## config.mk

```make
export PLATFORM = sky130hd
export DESIGN_NAME = md5_msg_window
export DESIGN_NICKNAME = d
export VERILOG_FILES = /design/src/rtl/md5_msg_window.sv
export SDC_FILE = /design/constraint.sdc
export NUM_CORES = 1
export LEC_CHECK = 0
export ABC_CLOCK_PERIOD_IN_PS = 4500
export BUFFER_PORTS_ARGS = -buffer_cell sky130_fd_sc_hd__buf_2
export CAP_MARGIN = 10
export CORE_AREA = 5 5 219 221
export DETAILED_ROUTE_END_ITERATION = 8
export DIE_AREA = 0 0 224 226
export GPL_ROUTABILITY_DRIVEN = 1
export PLACE_DENSITY = 0.71
export SETUP_SLACK_MARGIN = 0.4
export SYNTH_ARGS = -nofsm -noshare
export SYNTH_HDL_FRONTEND = slang
export SYNTH_SLANG_ARGS = --single-unit
```

## constraint.sdc

```tcl
create_clock -name clk -period 4.5 [get_ports clk]
set_input_delay 0.225 -clock clk [delete_from_list [all_inputs] [get_ports clk]]
set_output_delay 0.225 -clock clk [all_outputs]
set_load 0.03 [all_outputs]
```

## src/rtl/md5_msg_window.sv

```systemverilog
// Sliding byte window that turns a text stream into MD5-padded single-block
// candidates. Each accepted byte after the window fills produces one candidate.
module md5_msg_window #(
  parameter int STR_LEN = 19
) (
  input  logic         clk,
  input  logic         reset,
  input  logic         en,
  input  logic         clear,
  input  logic [7:0]   data_in,
  input  logic         data_valid,
  output logic         data_ready,
  output logic [447:0] m_out,
  output logic [63:0]  length_out,
  output logic         valid_out,
  output logic [31:0]  offset_out,
  output logic [5:0]   fill_count
);

  // MD5 stores the bit length little-endian in message byte order.
  function automatic logic [63:0] swap_bytes(input logic [63:0] v);
    logic [63:0] r;
    r = 64'h0;
    for (int b = 0; b < 8; b++) begin
      r[8*b +: 8] = v[56-8*b +: 8];
    end
    return r;
  endfunction

  localparam logic [63:0] BIT_LEN  = 64'(STR_LEN * 8);
  localparam logic [63:0] LEN_LE   = swap_bytes(BIT_LEN);
  localparam logic [5:0]  FILL_MAX = 6'(STR_LEN);

  logic [STR_LEN-1:0][7:0] win_r;
  logic [STR_LEN-1:0][7:0] win_next_s;
  logic [447:0]            m_r;
  logic [447:0]            m_next_s;
  logic [31:0]             byte_r;
  logic [31:0]             byte_next_s;
  logic [31:0]             offset_r;
  logic [5:0]              fill_r;
  logic [5:0]              fill_next_s;
  logic                    valid_r;
  logic                    accept_s;

  assign data_ready = en & ~clear & ~reset;
  assign accept_s   = en & data_valid & ~clear;
  assign length_out = LEN_LE;
  assign m_out      = m_r;
  assign valid_out  = valid_r;
  assign offset_out = offset_r;
  assign fill_count = fill_r;

  // Next window contents, counters and padded block for an accept cycle.
  always_comb begin
    win_next_s = win_r;
    for (int i = 0; i < STR_LEN - 1; i++) begin
      win_next_s[i] = win_r[i+1];
    end
    win_next_s[STR_LEN-1] = data_in;

    if (fill_r == FILL_MAX) begin
      fill_next_s = FILL_MAX;
    end else begin
      fill_next_s = fill_r + 6'd1;
    end

    byte_next_s = byte_r + 32'd1;

    m_next_s = 448'h0;
    for (int i = 0; i < STR_LEN; i++) begin
      m_next_s[447-8*i -: 8] = win_next_s[i];
    end
    m_next_s[447-8*STR_LEN -: 8] = 8'h80;
  end

  // Window, counters and candidate registers; reset beats clear beats en.
  always_ff @(posedge clk) begin
    if (reset) begin
      win_r    <= '0;
      m_r      <= 448'h0;
      byte_r   <= 32'h0;
      offset_r <= 32'h0;
      fill_r   <= 6'd0;
      valid_r  <= 1'b0;
    end else if (clear) begin
      win_r    <= '0;
      byte_r   <= 32'h0;
      fill_r   <= 6'd0;
      valid_r  <= 1'b0;
    end else if (en) begin
      if (accept_s) begin
        win_r   <= win_next_s;
        fill_r  <= fill_next_s;
        byte_r  <= byte_next_s;
        valid_r <= (fill_next_s == FILL_MAX);
        if (fill_next_s == FILL_MAX) begin
          m_r      <= m_next_s;
          offset_r <= byte_next_s - 32'(STR_LEN);
        end
      end else begin
        valid_r <= 1'b0;
      end
    end
  end

  md5_msg_window_chk #(.STR_LEN(STR_LEN)) u_chk (
    .clk        (clk),
    .reset      (reset),
    .en         (en),
    .clear      (clear),
    .data_ready (data_ready),
    .valid_out  (valid_out),
    .fill_count (fill_count)
  );

endmodule

// Protocol invariants of the message window.
module md5_msg_window_chk #(
  parameter int STR_LEN = 19
) (
  input logic       clk,
  input logic       reset,
  input logic       en,
  input logic       clear,
  input logic       data_ready,
  input logic       valid_out,
  input logic [5:0] fill_count
);

  a_ready: assert property (@(posedge clk) data_ready == (en & ~clear & ~reset));
  a_valid_full: assert property (@(posedge clk) valid_out |-> (fill_count == 6'(STR_LEN)));
  a_fill_max: assert property (@(posedge clk) fill_count <= 6'(STR_LEN));
  a_reset: assert property (@(posedge clk) reset |=> (!valid_out && fill_count == 6'd0));
  a_clear: assert property (@(posedge clk) (clear && !reset) |=> (!valid_out && fill_count == 6'd0));

endmodule

```

# After elaboration in Yosys (flattened, before gate mapping)
# Index checks and enable logic that the tools add are counted.
[op_classes]
add_sub_neg = 3
n_eq_ne = 2
mux = 2
bitwise = 6
reduce_logical = 3
[ops]
columns = ["operator", "n"]
rows = [
  ["adder 32 x 1 -> 32 bit, second input constant", 1],
  ["subtractor 32 x 5 -> 32 bit, second input constant", 1],
  ["== test 6 x 5 -> 1 bit, second input constant", 2],
  ["adder 6 x 1 -> 6 bit, second input constant", 1],
  ["two-way mux 6 bit", 1],
  ["AND 1 bit", 4],
  ["AND reduction 4 bit", 1],
  ["inverter 1 bit", 2],
  ["AND reduction 2 bit", 1],
  ["OR reduction 2 bit", 1],
  ["two-way mux 1 bit", 1],
]
[word_totals]
register_bits = 368
in_bits = 13
out_inout_bits = 552
word_cells = 39

# Depth between registers and ports, before layout
[depth]
ltp_word = 4
ltp_mapped = 11
ltp_nobuf = 10

# Worst setup path before layout
# No wires, ideal clock.
[synth_timing]
path_kind = "register -> register"
from = "register byte_r[1]"
to = "register offset_r[23] (netlist: offset_out[23])"
setup_time_ps = 123
t_arrival_ps = 2653
required_time_ps = 4377
path_slack_ps = 1724
stages_incl_launch_ff = 11
path_buffers = 1
synth_period_minus_slack_ps = 2776
path_cell_list = "dfxtp_1 ha_1 buf_4 nand4_2 nor4_1 xnor2_1 o2111ai_2 nor4_4 o21ai_1 a221oi_1 nor2_1"
[synth_via]
elab_chain_cells = 2
[synth_rtl]
columns = ["element", "line_no", "source"]
rows = [
  ["start, declared", "38", "logic [31:0] byte_r;"],
  ["start signal, assigned", "95", "byte_r <= byte_next_s;"],
  ["adder 32 x 1 -> 32 bit", "68", "byte_next_s = byte_r + 32'd1;"],
  ["subtractor 32 x 5 -> 32 bit", "99", "offset_r <= byte_next_s - 32'(STR_LEN);"],
  ["end signal, assigned", "99", ""],
  ["end, declared", "40", "logic [31:0] offset_r;"],
]
# No other way between the ends.
# A chain may end at the register's enable or synchronous reset.

# Worst setup path in the final report
[layout_timing]
from = "register byte_r[0]"
to = "register offset_r[28] (netlist: offset_out[28])"
# The elaborated chain is that of the path after synthesis.

==> impl_results.md <==
* Outcome: completed
* Hold wc startpoint: reset
* Vias/cell at 4.56
* Clock skew at 0.0307 ns
* WHS Path Cells at 2
* # Max-Cap Violations at 0
* Leading area contributor after synthesis: dfxtp_1
* Die area at 50600 um^2
* DRC Markers at 0
* Critical path cell sequence: ha_1 > nand4_2 > nor3_1 > and4b_1 > o211ai_1 > nor4_2 > nand3_1 > xor2_1 > a21o_1
* IO buf count at 205
* Post-Syn Area at 17200 um^2
* Slew Limit Headroom at 28.0%
* Post-DP HPWL at 28000 um
* Clk Latency, worst-skew pair at 0.56 ns
* Final Max Slew Viols at 0
* Hold Path End: m_out[307]
* Final Hold Viols at 0
* CP Capture Type: flip-flop
* Reg2Reg Depth at 9
* Share of cells above drive strength 1 at 12.8%
* Core ar. at 46000 um^2
* Yosys Warn Count at 0
* TritonCTS Sinks at 368
* Die Wd at 224 um
* Reg2reg start: byte_r[0]
* Synth async-reset ratio at 0%
* H-tree level count at 2
* Nets at 2377
* HP Class: in -> reg
* FF-to-FF setup slack at 0.97 ns
* Num CTS Buffers at 41
* Critical Path Max Stage Delay at 0.67 ns
* Area Overhead vs Synth at 8.53%
* RR Endpoint: offset_out[28]
* Least-Margin Pin Slew at 1.08 ns
* Gate count of the mapped netlist at 2239
* Ranking of synthesized cells by area: dfxtp_1 (43%), buf_4 (16%), nand2_1 (15%)
* Final worst path period need at 3.53 ns
* RSZ-0062 raised after global routing: false
* Setup repair bufs after CTS at 0
* Largest net degree at the start of global routing at 147
* CP max stage cell: nor4_2
* Initial antenna violation count at 0
* Distinct cells, synth at 60
* Post-synthesis sequential area ratio at 42.8%
* Post-synth EDFFs at 0
* Tcrit/Tclk final at 78.5%
* LEAKAGE at 7.35 nW
* Final hold slack at 0.108 ns
* CTS tree: done
* Clock buffer depth at 3
* Top cell type's share of synthesized area at 42.8%
* Initial core utilization at 37.5%
* Hold Buf Count CTS at 9
* Setup violators final at 0
* Startpoint Class: flip-flop
* FP Rows at 79
* # diodes at 0
* Global-route wire length before repair at 64500 um
* Setup TNS at 0 ns
* Crit path DAT at 3.96 ns
* Syn avg cell area at 7.70 um^2
* Critical path class: reg -> reg
* Number of global-route vias before repair at 12.1k
* GRT overflow at 0
* WP data required at 4.93 ns
* Chip Height at 226 um
* Fmax at 283 MHz
* Primary FF master, synth: dfxtp_1
* WL final at 42400 um
* Filler cell count at 4710
* WL/cell at 14.1 um
* Antenna viol nets, final at 0
* First-pass DRT Iterations at 5
* Most common cell in the netlist: nand2_1
* Top cells by instance count after synthesis: nand2_1 (667), dfxtp_1 (368), buf_4 (364), a21oi_1 (333), clkbuf_1 (111)
* Post-CTS Resized at 0
* PwrDens at 382 nW/um^2
* Worst vdd ir at 259 uV
* I/O pins at 565
* Clk slew on worst S/H paths at 0.06 ns
* Synthesized flop and latch total at 368
* Total vias in the final route at 13.7k
* Detailed router's first-iteration violation count at 864
* GRT Total Usage at 15.2%
* Crit-path max FO at 14
* Gp weighted congestion at 0.889
* Root Driver: clkbuf_16
==> layout by cell type, fill, tap and decap left out, types with 22 or more instances in the layout <==
cell type | Yosys | final
dfxtp_1 | 368 | 368
buf_2 | 19 | 204
nand2_1 | 667 | 667
o21ai_0 | 22 | 22
nor2_1 | 66 | 65
clkbuf_16 | 0 | 42
a21oi_1 | 333 | 333
conb_1 | 2 | 359
nand3_1 | 35 | 35
xnor2_1 | 49 | 49
xor2_1 | 28 | 28
==> stage by stage <==
step	cell area, um^2	util, %	std cells	setup slack [ns]	power, mW
floorplan	18600	-	2596	1.72	4.05
global placement	17300	37.5	2916	1.18	3.85
detailed placement	17300	37.5	2916	1.09	3.85
CTS	18700	40.7	3000	1.04	7.23
global route	18700	40.7	3000	0.711	7.41
finish	18700	40.7	3000	0.969	7.14
==> cell type report <==
class / instances / area, um^2 / share of cell area (%)
Sequential cell: 368 / 7370 / 39.4
Timing Repair Buffer: 228 / 1260 / 6.76
Clock buffer: 54 / 1160 / 6.18
Inverter: 8 / 30.0 / 0.161
Clock inverter: 21 / 205 / 1.10
Tap cell: 607 / 759 / 4.06
Multi-Input combinational cell: 1714 / 7920 / 42.3
==> how the worst max path moves through the flow <==
| stage | start | endpoint | slack, ns | cells after the start |
|---|---|---|---|---|
| 5_1_grt | byte_r[0] | offset_out[28] | 0.71 | 9 |
| 6_report | byte_r[0] | offset_out[28] | 0.97 | 9 |
| 2_1_floorplan | byte_r[1] | offset_out[23] | 1.72 | 10 |
| 3_5_place_dp | byte_r[0] | offset_out[28] | 1.09 | 9 |
| 4_1_cts | byte_r[0] | offset_out[28] | 1.04 | 9 |
| 3_3_place_gp | byte_r[0] | offset_out[28] | 1.18 | 9 |
==> power by group <==
| part | leakage [nW] | switching (mW) | internal (mW) |
|---|---|---|---|
| Clock | 0.664 | 1.40 | 1.94 |
| Sequential | 2.96 | 0.00318 | 3.26 |
| Combinational | 3.72 | 0.510 | 0.0247 |
==> registers in the layout (all words and copies together), names as in the netlist <==
register	flops
byte_r	32
fill_count	6
m_next_s	144
m_out	153
offset_out	32
valid_out	1
==> logic make-up (layout without fill, tap and decap cells) <==
kind of cell	count (synthesis)	after routing	synth area share, %
xor+xnor	77	77	3.91
flops	368	368	42.8
other cells	2	359	0.0436
fa+ha+maj	3	3	0.218
mux	2	2	0.123
simple gates	872	872	21.1
compound gates	401	401	12.5
buf+inv	514	311	19.3
==> metal layers <==
layer,routed length [um],share of wire [%],track usage (%),vias up
met3,2780,6.6,3.11,62
met4,1040,2.5,4.74,0
met1,18000,42,19.6,6401
met5,0,0,0,-
li1,-,-,-,6794
met2,20600,49,25.9,411
==> worst max-delay path: cells and delay by family (launching register included) <==
kind / cells / cell delay, ns
AND/OR/NAND/NOR: 5 / 1.78
flip-flops: 1 / 0.59
AO/OA/AOI/OAI: 2 / 0.57
adder cells (fa/ha/maj): 1 / 0.26
XOR/XNOR: 1 / 0.18
No activity file was read; power rests on OpenSTA's default activity.
